## src/rtl/dose_ack_monitor.sv

```systemverilog
// Turns reminder rises into a buzzer episode, waits a bounded window for a
// debounced patient acknowledge, logs taken/missed doses and escalates repeated misses.
module dose_ack_monitor #(
  parameter int DEBOUNCE_CYCLES = 4,
  parameter int ACK_WINDOW      = 200,
  parameter int BEEP_PERIOD     = 10,
  parameter int MISS_LIMIT      = 2
) (
  input  logic       clk,
  input  logic       reset,
  input  logic       reminder_in,
  input  logic       ack_btn,
  input  logic       caregiver_clear,
  output logic       buzzer,
  output logic       dose_taken,
  output logic       dose_missed,
  output logic [3:0] missed_count,
  output logic       caregiver_alert
);

  localparam logic [7:0]  DEB_LAST  = 8'(DEBOUNCE_CYCLES - 1);
  localparam logic [15:0] WIN_LAST  = 16'(ACK_WINDOW - 1);
  localparam logic [7:0]  BEEP_LAST = 8'(BEEP_PERIOD - 1);
  localparam logic [3:0]  LIMIT     = 4'(MISS_LIMIT);

  typedef enum logic {IDLE, ALERT} state_t;

  logic        sync1_q, sync2_q, deb_q, deb_prev_q;
  logic [7:0]  deb_cnt_q;
  logic        rem_q, rem_prev_q, pend_q;
  state_t      state_q;
  logic [15:0] win_q;
  logic [7:0]  beep_q;
  logic        phase_q, taken_q, missed_q;
  logic        alert_q, alert_d;
  logic [3:0]  total_q, total_d, streak_q, streak_d;

  logic       ack_ev, rise, win_done, leaving, miss_ev, reach;
  logic [3:0] streak_inc, total_inc;

  // Raw button crosses domains through two flops, then must hold a new level
  // for DEBOUNCE_CYCLES consecutive samples before the debounced level follows.
  always_ff @(posedge clk or posedge reset) begin
    if (reset) begin
      sync1_q    <= 1'b0;
      sync2_q    <= 1'b0;
      deb_q      <= 1'b0;
      deb_prev_q <= 1'b0;
      deb_cnt_q  <= '0;
      rem_q      <= 1'b0;
      rem_prev_q <= 1'b0;
    end else begin
      sync1_q    <= ack_btn;
      sync2_q    <= sync1_q;
      deb_prev_q <= deb_q;
      rem_q      <= reminder_in;
      rem_prev_q <= rem_q;
      if (sync2_q != deb_q) begin
        if (deb_cnt_q == DEB_LAST) begin
          deb_q     <= sync2_q;
          deb_cnt_q <= '0;
        end else begin
          deb_cnt_q <= deb_cnt_q + 8'd1;
        end
      end else begin
        deb_cnt_q <= '0;
      end
    end
  end

  assign ack_ev     = deb_q & ~deb_prev_q;
  assign rise       = rem_q & ~rem_prev_q;
  assign win_done   = (win_q == WIN_LAST);
  assign leaving    = (state_q == ALERT) && (ack_ev || win_done);
  assign miss_ev    = (state_q == ALERT) && !ack_ev && win_done;
  assign streak_inc = (streak_q == 4'd15) ? streak_q : streak_q + 4'd1;
  assign total_inc  = (total_q == 4'd15) ? total_q : total_q + 4'd1;
  assign reach      = miss_ev && (streak_inc == LIMIT);

  // A clear coinciding with a limit-reaching miss loses to the set, and the
  // streak restarts at one because that miss still counts.
  always_comb begin
    streak_d = streak_q;
    alert_d  = alert_q;
    total_d  = total_q;
    if (caregiver_clear)
      streak_d = miss_ev ? 4'd1 : 4'd0;
    else if (miss_ev)
      streak_d = streak_inc;
    else if ((state_q == ALERT) && ack_ev)
      streak_d = 4'd0;
    if (reach)
      alert_d = 1'b1;
    else if (caregiver_clear)
      alert_d = 1'b0;
    if (miss_ev)
      total_d = total_inc;
  end

  // Episode FSM; a rise landing on the exit cycle is parked in pend_q so the
  // next episode opens one cycle later instead of being dropped.
  always_ff @(posedge clk or posedge reset) begin
    if (reset) begin
      state_q  <= IDLE;
      win_q    <= '0;
      beep_q   <= '0;
      phase_q  <= 1'b0;
      taken_q  <= 1'b0;
      missed_q <= 1'b0;
      pend_q   <= 1'b0;
      alert_q  <= 1'b0;
      total_q  <= '0;
      streak_q <= '0;
    end else begin
      taken_q  <= 1'b0;
      missed_q <= 1'b0;
      pend_q   <= leaving && rise;
      alert_q  <= alert_d;
      total_q  <= total_d;
      streak_q <= streak_d;
      case (state_q)
        IDLE: begin
          phase_q <= 1'b0;
          if (rise || pend_q) begin
            state_q <= ALERT;
            win_q   <= '0;
            beep_q  <= '0;
            phase_q <= 1'b1;
          end
        end
        ALERT: begin
          win_q <= win_q + 16'd1;
          if (beep_q == BEEP_LAST) begin
            beep_q  <= '0;
            phase_q <= ~phase_q;
          end else begin
            beep_q <= beep_q + 8'd1;
          end
          if (ack_ev) begin
            taken_q <= 1'b1;
            state_q <= IDLE;
            phase_q <= 1'b0;
          end else if (win_done) begin
            missed_q <= 1'b1;
            state_q  <= IDLE;
            phase_q  <= 1'b0;
          end
        end
        default: state_q <= IDLE;
      endcase
    end
  end

  assign buzzer          = phase_q;
  assign dose_taken      = taken_q;
  assign dose_missed     = missed_q;
  assign missed_count    = total_q;
  assign caregiver_alert = alert_q;

endmodule

```

## config.mk

```make
export PLATFORM = sky130hd
export DESIGN_NAME = dose_ack_monitor
export DESIGN_NICKNAME = d
export VERILOG_FILES = /design/src/rtl/dose_ack_monitor.sv
export SDC_FILE = /design/constraint.sdc
export NUM_CORES = 1
export LEC_CHECK = 0
export BUFFER_PORTS_ARGS = -buffer_cell sky130_fd_sc_hd__buf_2
export CORE_MARGIN = 2
export CORE_UTILIZATION = 60
export CTS_CLUSTER_DIAMETER = 120
export DETAILED_ROUTE_END_ITERATION = 8
export PLACE_DENSITY_LB_ADDON = 0.3
export SYNTH_ARGS = -nofsm -noshare
export SYNTH_HDL_FRONTEND = slang
export SYNTH_SLANG_ARGS = --single-unit
```

## constraint.sdc

```tcl
create_clock -name clk -period 6 [get_ports clk]
set_input_delay 1.8 -clock clk [delete_from_list [all_inputs] [get_ports clk]]
set_output_delay 1.8 -clock clk [all_outputs]
set_load 0.01 [all_outputs]
```

==> results.toml <==
[timing]
period_share = 0.452
min_period_ns = 2.71
drv_slew = 0
finClkSkew_ns = 0.00392
fmaxAchievable_ghz = 0.369
finalHoldViolations = 0
worstMarginPinSlew_ns = 1.12
tns_ns = 0
finalSetupViolations = 0
max-slew-margin-rel = 0.245
rsz0062_at_grt = "no"

[logic_synthesis]
ys_seq_elements = 52
yosys.area.top_type = "dfrtp_1"
synth_edf_count = 0
netlist_area_sq_um = 2520
ys_seq_area_frac = 0.517
avgSynthCellArea_sq_um = 10.3
async_flop_share = 1.00
yosysWarnings = 0
ys_top_cells_by_area = "dfrtp_1 52%, nand3_1 4.8%, nand2_1 4.2%"
synth_cells = 244
synth_cell_types = 45
yosys_most_used_dff = "dfrtp_1"
syn-num-nets = 255
synth.top_cell.area_share = 0.517

[layout]
final_common_cell = "dfrtp_1"
n_antenna_cell = 0
multiInputGateArea_sq_um = 1180
nFillCells = 312
drive_gt1_frac = 0.108
area_growth_pct = 10.6
nets = 270
utilization = 0.691
regArea_sq_um = 1300
final_cell_mix = "52 x dfrtp_1, 28 x nand2_1, 24 x nand3_1"

[critical_path]
crit_chain = "buf_2"
arrival_ns = 0.91
start_kind = "register"
end_kind = "output port"
critPathMaxStageDelay_ns = 0.44
crit_family = "flip-flops"
path_buf_inv = 1
crit_fanout = 5
crit_type = "register to output port"
crit_path_top_delay_cell = "dfrtp_1"
worstPathRequired_ns = 4.20

[cts]
clk_latency_ns = 0.31
cts_buffers = 5
htree_levels = 2
clkSinkCount = 52
cts_root_buf = "clkbuf_8"
cts_tree = "built"
post_cts_buffers = 0
cts_buffer_depth = 2
clk_pin_slew_ns = 0.09
cts_resized = 0
postCtsHoldBufs = 0

[route]
routed_via_density = 6.07
drtPass1Iterations = 4
avgRoutedWirePerCell_um = 15.3
via_count = 1882
ant_nets = 0
routed_wl_mm = 4.74
route.detailed.drc = 0
drtIter0Drc = 104

[global_routing]
grt_pass1_wl_mm = 7.77
busiest_layer = "met2"
use_met3 = 0.0487
grt_max_degree = 53
grt_use_met1 = 0.307
grt_overflow = 0
grt_pass1_vias = 1687
met2_usage = 0.358
antenna_found_initial = 0
grtUsageTotal = 0.225

[placed_design]
gp_congestion = 0.807
hpwlAfterDp_mm = 3.31
portBuffers = 12

[floorplanning]
die_w_um = 68.8
rows = 23
die_area_sq_um = 4730
ioPinCount = 13
die_y_um = 68.8
start_util = 0.625
design.core.area_sq_um = 4030

[power_and_ir_drop]
p_leak_nw = 1.30
power.density_nw_per_um2 = 359
ir_drop_uv = 250

[worst_hold_path]
hp-class = "register to register"

[job]
cap_violations = 0

[run_status]
status = "completed"
==> metal layers <==
metal / up-vias / share of wire
met2: 36 / 0.47
li1: 913 / -
met3: 10 / 0.032
met4: 0 / 0.020
met5: - / 0
met1: 923 / 0.48
==> Yosys cell counts, types with 2 or more instances <==
master and number:
a21oi_1 6, a22o_1 2, a31oi_1 4, a41oi_1 2, and2_1 2, and3_1 4, clkbuf_1 4, dfrtp_1 52
ha_1 6, inv_1 6, mux2_2 2, mux2i_1 9, nand2_1 28, nand2b_1 6, nand3_1 24, nand4_1 5
nand4bb_1 2, nor2_1 19, nor2b_1 2, nor3_1 6, nor4_1 2, nor4b_1 2, o211ai_1 3, o21ai_0 10
o31ai_1 2, or3_1 3, or4_4 2, xnor2_1 5, xor2_1 8
==> worst paths after layout <==
check,startpoint,slack (ns),depth (start not counted),to
worst max-delay path,missed_count[2],3.29,1,missed_count[2]
worst min-delay path,sync1_q,0.36,0,sync2_q
worst max register to register,win_q[9],3.70,4,missed_count[1]
worst min register to register,sync1_q,0.36,0,sync2_q
max in group asynchronous,reset,3.61,2,sync1_q
min in group asynchronous,reset,1.73,2,caregiver_alert
==> per-stage QoR <==
stage	hold WS [ns]	power, mW	instances	setup slack, ns	area (sq um)
floorplan	0.331	0.618	244	2.94	2520
global placement	0.334	0.672	302	3.22	2630
detailed placement	0.345	0.679	302	3.18	2630
CTS	0.361	1.00	310	3.28	2780
global route	0.373	1.05	310	3.24	2780
finish	0.357	0.999	310	3.29	2780
==> registers in the layout, indices dropped and copies added (netlist names) <==
| register | cells |
|---|---|
| sync2_q | 1 |
| rem_prev_q | 1 |
| pend_q | 1 |
| deb_cnt_q | 8 |
| beep_q | 8 |
| dose_taken | 1 |
| deb_prev_q | 1 |
| streak_q | 4 |
| rem_q | 1 |
| caregiver_alert | 1 |
| dose_missed | 1 |
| state_q | 1 |
| deb_q | 1 |
| buzzer | 1 |
| win_q | 16 |
| missed_count | 4 |
| sync1_q | 1 |
==> logic make-up (layout without fill, tap and decap cells) <==
| logic type | after synthesis | count (layout) | share of synthesized area |
|---|---|---|---|
| simple gates | 112 | 112 | 0.231 |
| flops | 52 | 52 | 0.517 |
| compound gates | 38 | 38 | 0.107 |
| xor+xnor | 13 | 13 | 0.0452 |
| mux | 13 | 13 | 0.0552 |
| buf+inv | 10 | 26 | 0.0149 |
| fa+ha+maj | 6 | 6 | 0.0298 |
==> final cells by class <==
class	instances	area share
Multi-Input combinational cell	182	0.423
Inverter	6	0.00809
Sequential cell	52	0.467
Clock buffer	5	0.0247
Tap cell	50	0.0225
Clock inverter	3	0.0324
Timing Repair Buffer	12	0.0216
==> power breakdown <==
part	total, mW	switching, mW	internal (mW)
clock	0.324	0.115	0.208
sequential	0.468	0.0673	0.401
combinational	0.207	0.128	0.0785
(Power assumes the default switching activity.)
